==> config.mk <==
export PLATFORM = sky130hd
export DESIGN_NAME = mem_port_arbiter
export DESIGN_NICKNAME = d
export VERILOG_FILES = /design/src/rtl/mem_port_arbiter.sv
export SDC_FILE = /design/constraint.sdc
export NUM_CORES = 1
export LEC_CHECK = 0
export CORE_ASPECT_RATIO = 1.4
export CORE_MARGIN = 3
export CORE_UTILIZATION = 36
export DETAILED_ROUTE_END_ITERATION = 7
export GPL_ROUTABILITY_DRIVEN = 0
export PLACE_DENSITY_LB_ADDON = 0.12
export SYNTH_ARGS = -nofsm -noshare
export SYNTH_HDL_FRONTEND = slang
export SYNTH_SLANG_ARGS = --single-unit
==> constraint.sdc <==
create_clock -name clk -period 2.8 [get_ports clk]
set_clock_uncertainty 0.2 [all_clocks]
set_input_delay 0.28 -clock clk [delete_from_list [all_inputs] [get_ports clk]]
set_output_delay 0.28 -clock clk [all_outputs]
set_load 0.005 [all_outputs]
==> src/rtl/mem_port_arbiter.sv <==
// Two-requester arbiter for the unified instruction/data memory port (CPU vs DMA/loader).
// Combinational grant, registered per-port read data, and a hold counter bounding consecutive wins.
module mem_port_arbiter #(
  parameter int ADDR_W   = 32,
  parameter int DATA_W   = 32,
  parameter int MAX_HOLD = 4
) (
  input  logic              clk,
  input  logic              reset,
  input  logic              cpu_req,
  input  logic              cpu_we,
  input  logic [ADDR_W-1:0] cpu_addr,
  input  logic [DATA_W-1:0] cpu_wdata,
  output logic              cpu_gnt,
  output logic [DATA_W-1:0] cpu_rdata,
  output logic              cpu_rvalid,
  input  logic              dma_req,
  input  logic              dma_we,
  input  logic [ADDR_W-1:0] dma_addr,
  input  logic [DATA_W-1:0] dma_wdata,
  output logic              dma_gnt,
  output logic [DATA_W-1:0] dma_rdata,
  output logic              dma_rvalid,
  output logic              mem_we,
  output logic [ADDR_W-1:0] mem_addr,
  output logic [DATA_W-1:0] mem_wdata,
  input  logic [DATA_W-1:0] mem_rdata
);

  typedef enum logic [1:0] {
    OWN_IDLE,
    OWN_CPU,
    OWN_DMA
  } owner_t;

  localparam logic [3:0] HOLD_MAX = 4'(MAX_HOLD);

  owner_t     owner, owner_nxt;
  logic [3:0] hold_cnt, hold_nxt;
  logic [3:0] hold_inc;
  logic       hold_ok;

  assign hold_ok  = (hold_cnt < HOLD_MAX);
  assign hold_inc = (hold_cnt >= HOLD_MAX) ? HOLD_MAX : hold_cnt + 4'd1;

  // Grants are forced low while reset is high so an in-flight write never reaches the edge.
  // NOTE: every always_comb output gets a default first; a missed branch would otherwise infer a latch.
  always_comb begin
    cpu_gnt = 1'b0;
    dma_gnt = 1'b0;
    if (!reset) begin
      if (cpu_req && dma_req) begin
        case (owner)
          OWN_CPU: begin
            cpu_gnt = hold_ok;
            dma_gnt = !hold_ok;
          end
          OWN_DMA: begin
            dma_gnt = hold_ok;
            cpu_gnt = !hold_ok;
          end
          default: cpu_gnt = 1'b1;
        endcase
      end else begin
        cpu_gnt = cpu_req;
        dma_gnt = dma_req;
      end
    end
  end

  always_comb begin
    mem_we    = 1'b0;
    mem_addr  = '0;
    mem_wdata = '0;
    if (cpu_gnt) begin
      mem_we    = cpu_we;
      mem_addr  = cpu_addr;
      mem_wdata = cpu_wdata;
    end else if (dma_gnt) begin
      mem_we    = dma_we;
      mem_addr  = dma_addr;
      mem_wdata = dma_wdata;
    end
  end

  always_comb begin
    owner_nxt = OWN_IDLE;
    hold_nxt  = 4'd0;
    if (cpu_gnt) begin
      owner_nxt = OWN_CPU;
      hold_nxt  = (owner == OWN_CPU) ? hold_inc : 4'd1;
    end else if (dma_gnt) begin
      owner_nxt = OWN_DMA;
      hold_nxt  = (owner == OWN_DMA) ? hold_inc : 4'd1;
    end
  end

  // NOTE: sequential state uses non-blocking assignments so every register samples pre-edge values.
  always_ff @(posedge clk or posedge reset) begin
    if (reset) begin
      owner    <= OWN_IDLE;
      hold_cnt <= 4'd0;
    end else begin
      owner    <= owner_nxt;
      hold_cnt <= hold_nxt;
    end
  end

  // rdata holds its last value between reads; rvalid marks the cycle after a granted read.
  always_ff @(posedge clk or posedge reset) begin
    if (reset) begin
      cpu_rdata  <= '0;
      dma_rdata  <= '0;
      cpu_rvalid <= 1'b0;
      dma_rvalid <= 1'b0;
    end else begin
      cpu_rvalid <= cpu_gnt && !cpu_we;
      dma_rvalid <= dma_gnt && !dma_we;
      if (cpu_gnt && !cpu_we) cpu_rdata <= mem_rdata;
      if (dma_gnt && !dma_we) dma_rdata <= mem_rdata;
    end
  end

endmodule

Word level (Yosys, flattened, before mapping):

Index checks and enable logic that the tools add are counted.

* RAM bits: 0
* output and inout port bits: 133
* memories kept: 0
* word-level logic and storage cells: 36
* bits in latches: 0
* register bits after elaboration: 72
* memory bits (read-only): 0
* bits of input ports: 166

* shifts and indexed selects: 0
* bitwise logic cells: 0
* eq/ne operators: 2
* magnitude comparators: 2
* muxes and demuxes: 19
* add/sub/neg operators: 1
* $mul: 0
* reductions and logical operators: 6
* div/mod/pow operators: 0

Operators with widths (count)
* 32-bit 2-to-1 mux: 4
* 4-bit 2-to-1 mux: 5
* 1-bit 2-to-1 mux: 6
* 4-bit by 1-bit adder with 4-bit output, second input constant: 1
* 4-bit by 3-bit >= comparator with 1-bit output, second input constant: 1
* 4-bit by 3-bit < comparator with 1-bit output, second input constant: 1
* 2-bit 2-to-1 mux: 2
* 1-bit case mux with 2 select lines: 2
* 1-bit logical AND: 3
* 1-bit zero test: 3
* 2-bit by 1-bit == test with 1-bit output, second input constant: 1
* 2-bit == test, second input constant: 1

Logic depth before layout (Yosys ltp):

* depth in word-level cells: 7
* mapped depth: 8
* gate-level depth less buffers: 5

Worst setup path before layout:

OpenSTA, ideal clock, no wires.

* kind: reg2out
* start: reg owner[0]
* end: out mem_addr[0]
* stages on the path, launching flop included: 9
* setup slack: 0.400 ns
* data arrival time: 1.920 ns
* required time: 2.320 ns
* path buffers: 3
* cell sequence: dfrtp_1 inv_1 ha_1 nand2b_1 buf_2 o31a_1 buf_2 clkbuf_1 o31ai_1

* word-level cells in the longest chain between the ends: 6
* elaborated cells between the ends (all ways): 10
* classes of those cells: eq/ne: 2; mux: 8

RTL lines
* start: declaration: RTL line 38 `owner_t owner, owner_nxt;`
* start signal: assignment: RTL line 104 `owner <= owner_nxt;`
* 2-bit == test / 2-bit by 1-bit == test with 1-bit output (equally long branches): RTL line 53 `case (owner)`
* 1-bit case mux with 2 select lines: RTL line 53
* 1-bit 2-to-1 mux: RTL line 52 `if (cpu_req && dma_req) begin`
* 1-bit 2-to-1 mux: RTL line 51 `if (!reset) begin`
* 32-bit 2-to-1 mux: RTL line 79 `end else if (dma_gnt) begin`
* 32-bit 2-to-1 mux *: RTL line 75 `if (cpu_gnt) begin`
* end: declaration: RTL line 25 `output logic [ADDR_W-1:0] mem_addr,`

Every way passes the cells marked *; elsewhere a longest branch is shown, timed or not.

Worst setup path after layout:

* start: reg owner[1]
* end: out mem_wdata[10]

* word-level cells in the longest chain between the ends: 6
* elaborated cells between the ends (all ways): 10
* classes of those cells: eq/ne: 2; mux: 8

RTL lines
* 2-bit == test / 2-bit by 1-bit == test with 1-bit output (equally long branches): RTL line 53
* 1-bit case mux with 2 select lines: RTL line 53
* 1-bit 2-to-1 mux: RTL line 52
* 1-bit 2-to-1 mux: RTL line 51
* 32-bit 2-to-1 mux: RTL line 79
* 32-bit 2-to-1 mux *: RTL line 75
* end: declaration: RTL line 26 `output logic [DATA_W-1:0] mem_wdata,`

Marks and branches as above.

==> metrics <==
crit path max fanout 15; worst relative slew slack 61.3%; 1st-iter DRT viols between 150 and 200; Setup crit start owner[1]; Die Span X 100 um; maximum root-to-sink buffer count 2; synthesis-stage register bit count between 70 and 80; Mapped Cells between 400 and 500; layout cells sized above 1 around two fifths; Critical R2R Launch owner[1]; critical path required time 2.32 ns; Post-DP Area ~7800 um2; Detailed Routing Iterations Pass 1 4; largest area contributor in the netlist dfrtp_1; detailed-route via count between 4000 and 5000; Placed Cells between 800 and 900; Max VDD drop 0.293 mV; number of global-route vias before repair just over 5000; final cell count without fillers around 900; Worst Path Arrival about 2.4 ns; area grow syn2layout 102%; hold path startpoint cpu_rdata[4]; detailed placement HPWL between 10000 and 15000 um; Peak Freq ~0.35 GHz; core box area ~12000 um2; Commonest cells post-synth dfrtp_1, inv_1, o31ai_1; sequential area share after synthesis 40.3%; fillers approximately 800; CP endpoint kind primary output; status complete, but fails checks; Final Hold Viols 0; port bufs 298; first-pass GRT wire length ~27000 um; Hold Crit Class reg -> reg; pre-CTS WS -0.220 ns; Routed Antenna Nets 0; worst slew pin tran approximately 0.57 ns; YS warnings 0; Design Area, Final 9040 um2; die area roughly 14000 um2; TNS Setup -0.114 ns; Final period util 102%; Die Y approximately 140 um; most numerous cell in the Yosys netlist dfrtp_1; worst skew pair latency roughly 0.32 ns; clock sinks 72; max-cap viol count 0; CTS tree built; Ports ~300; largest net degree at the start of global routing 68; Period minus WS final between 2 and 3 ns; post-synth cell types 31; WL per Instance 20.7 um; # DRC 0; top sig layer met4; syn nets between 500 and 600; pwr/cell area approximately 470 nW/um2; # hold bufs at CTS 0; unrepaired setup endpoints after global routing yes; CP startpoint kind flip-flop; Post-synth EDFFs 0; GRT overflow 0; ys flop type dfrtp_1; Pins Over Slew Limit 0; failing checks negative setup slack; # diodes 0; cts bufs inserted 9; PnR worst setup slack -0.0614 ns; critical setup path kind reg -> out; Layout Nets roughly 920; hold_ws approximately 0.30 ns; mean post-synth cell area ~11 um2; Synth area leaders dfrtp_1, o311ai_0, o31ai_1; Routed WL ~19000 um; GR Util All Layers between 20 and 25%; Setup Viol. Count Final 5; mapped cell area roughly 4500 um2; num rows 47; leakage power 3.94 nW; Clock Pin Slew Worst Setup and Hold Paths about 0.060 ns; ys async rst share 100%; WL met1 approximately 6500 um; CTS root buffer clkbuf_16; initial antenna violation count 0; area fraction of the dominant cell type after synthesis between 40% and 50%; vias per cell around 5.4; met3 WL about 1400 um; Initial Utilization around 37%; met2 WL around 10000 um; H-Tree Depth 3
## critical path, cell delays in order, from the launching register on
cell and delay (ns):
dfrtp_1 0.41, buf_6 0.13, inv_2 0.04, ha_2 0.17
nor3b_4 0.17, buf_6 0.17, buf_6 0.16, o311ai_1 0.50
o31ai_4 0.14, buf_2 0.16
## through the flow
step	power (W)	utilization [%]
after floorplan	0.00189	-
after global placement	0.00285	65.3
after detailed placement	0.00289	65.3
after CTS	0.00420	70.1
after global routing	0.00447	75.4
final	0.00428	75.4
## logic make-up after synthesis
family,synth area share [%]
AOI/OAI and AO/OA,25.7
DFF,40.3
other,0.0839
buffers and inverters,12.0
adders and majority gates,1.40
and+or+nand+nor,1.74
muxes,18.8
## report_power, final
group	internal [W]	switching [W]
Clock	0.000807	0.000435
Sequential	0.00127	0.000131
Combinational	0.00107	0.000569
Total	0.00314	0.00113
## area by class of cell
class,count,area [um2],share of cell area (%)
Sequential cell,72,1800,19.9
Tap cell,147,184,2.03
Inverter,70,263,2.91
Timing Repair Buffer,373,3630,40.1
Clock inverter,6,90.1,0.996
Multi-Input combinational cell,225,2840,31.4
Clock buffer,10,239,2.64
## worst paths after layout
| check | slack [ns] | endpoint | cells past startpoint |
|---|---|---|---|
| max in group asynchronous | 1.62 | dma_rdata[24] | 4 |
| min reg2reg | 0.30 | cpu_rdata[4] | 1 |
| min | 0.30 | cpu_rdata[4] | 1 |
| max reg2reg | 0.16 | cpu_rdata[16] | 9 |
| min in group asynchronous | 0.40 | cpu_rdata[27] | 4 |
| max | -0.06 | mem_wdata[10] | 9 |
## timing repair
action / in CTS / in global routing
buffers inserted: 18 / 11
gates cloned: 5 / 4
endpoints found under the setup margin: 67 / 67
pin swaps: 3 / 5
resized for setup: 321 / 118
## per-layer routing
layer | global-route usage (%) | up-vias
li1 | - | 2247
met1 | 27.5 | 2393
met2 | 46.2 | 236
met3 | 5.13 | 32
met4 | 8.24 | 0
met5 | 0 | -
## cells in the final DEF, fill, tap and decap left out, drive strengths merged, types with 2 or more instances in the layout
cell type	count
inv	71
o31ai	67
nand4	2
clkdlybuf4s50	231
nor2b	2
dfrtp	72
bufinv	2
clkbuf	14
nand2b	2
mux2	64
clkinv	2
nor2	2
ha	5
clkdlybuf4s15	4
o31a	3
o311ai	66
buf	133
## state kept, by name (all words and copies together) (netlist names)
signal      flops
dma_rvalid      1
dma_rdata      32
hold_cnt        4
cpu_rdata      32
cpu_rvalid      1
owner           2
No activity file was read; power rests on OpenSTA's default activity.
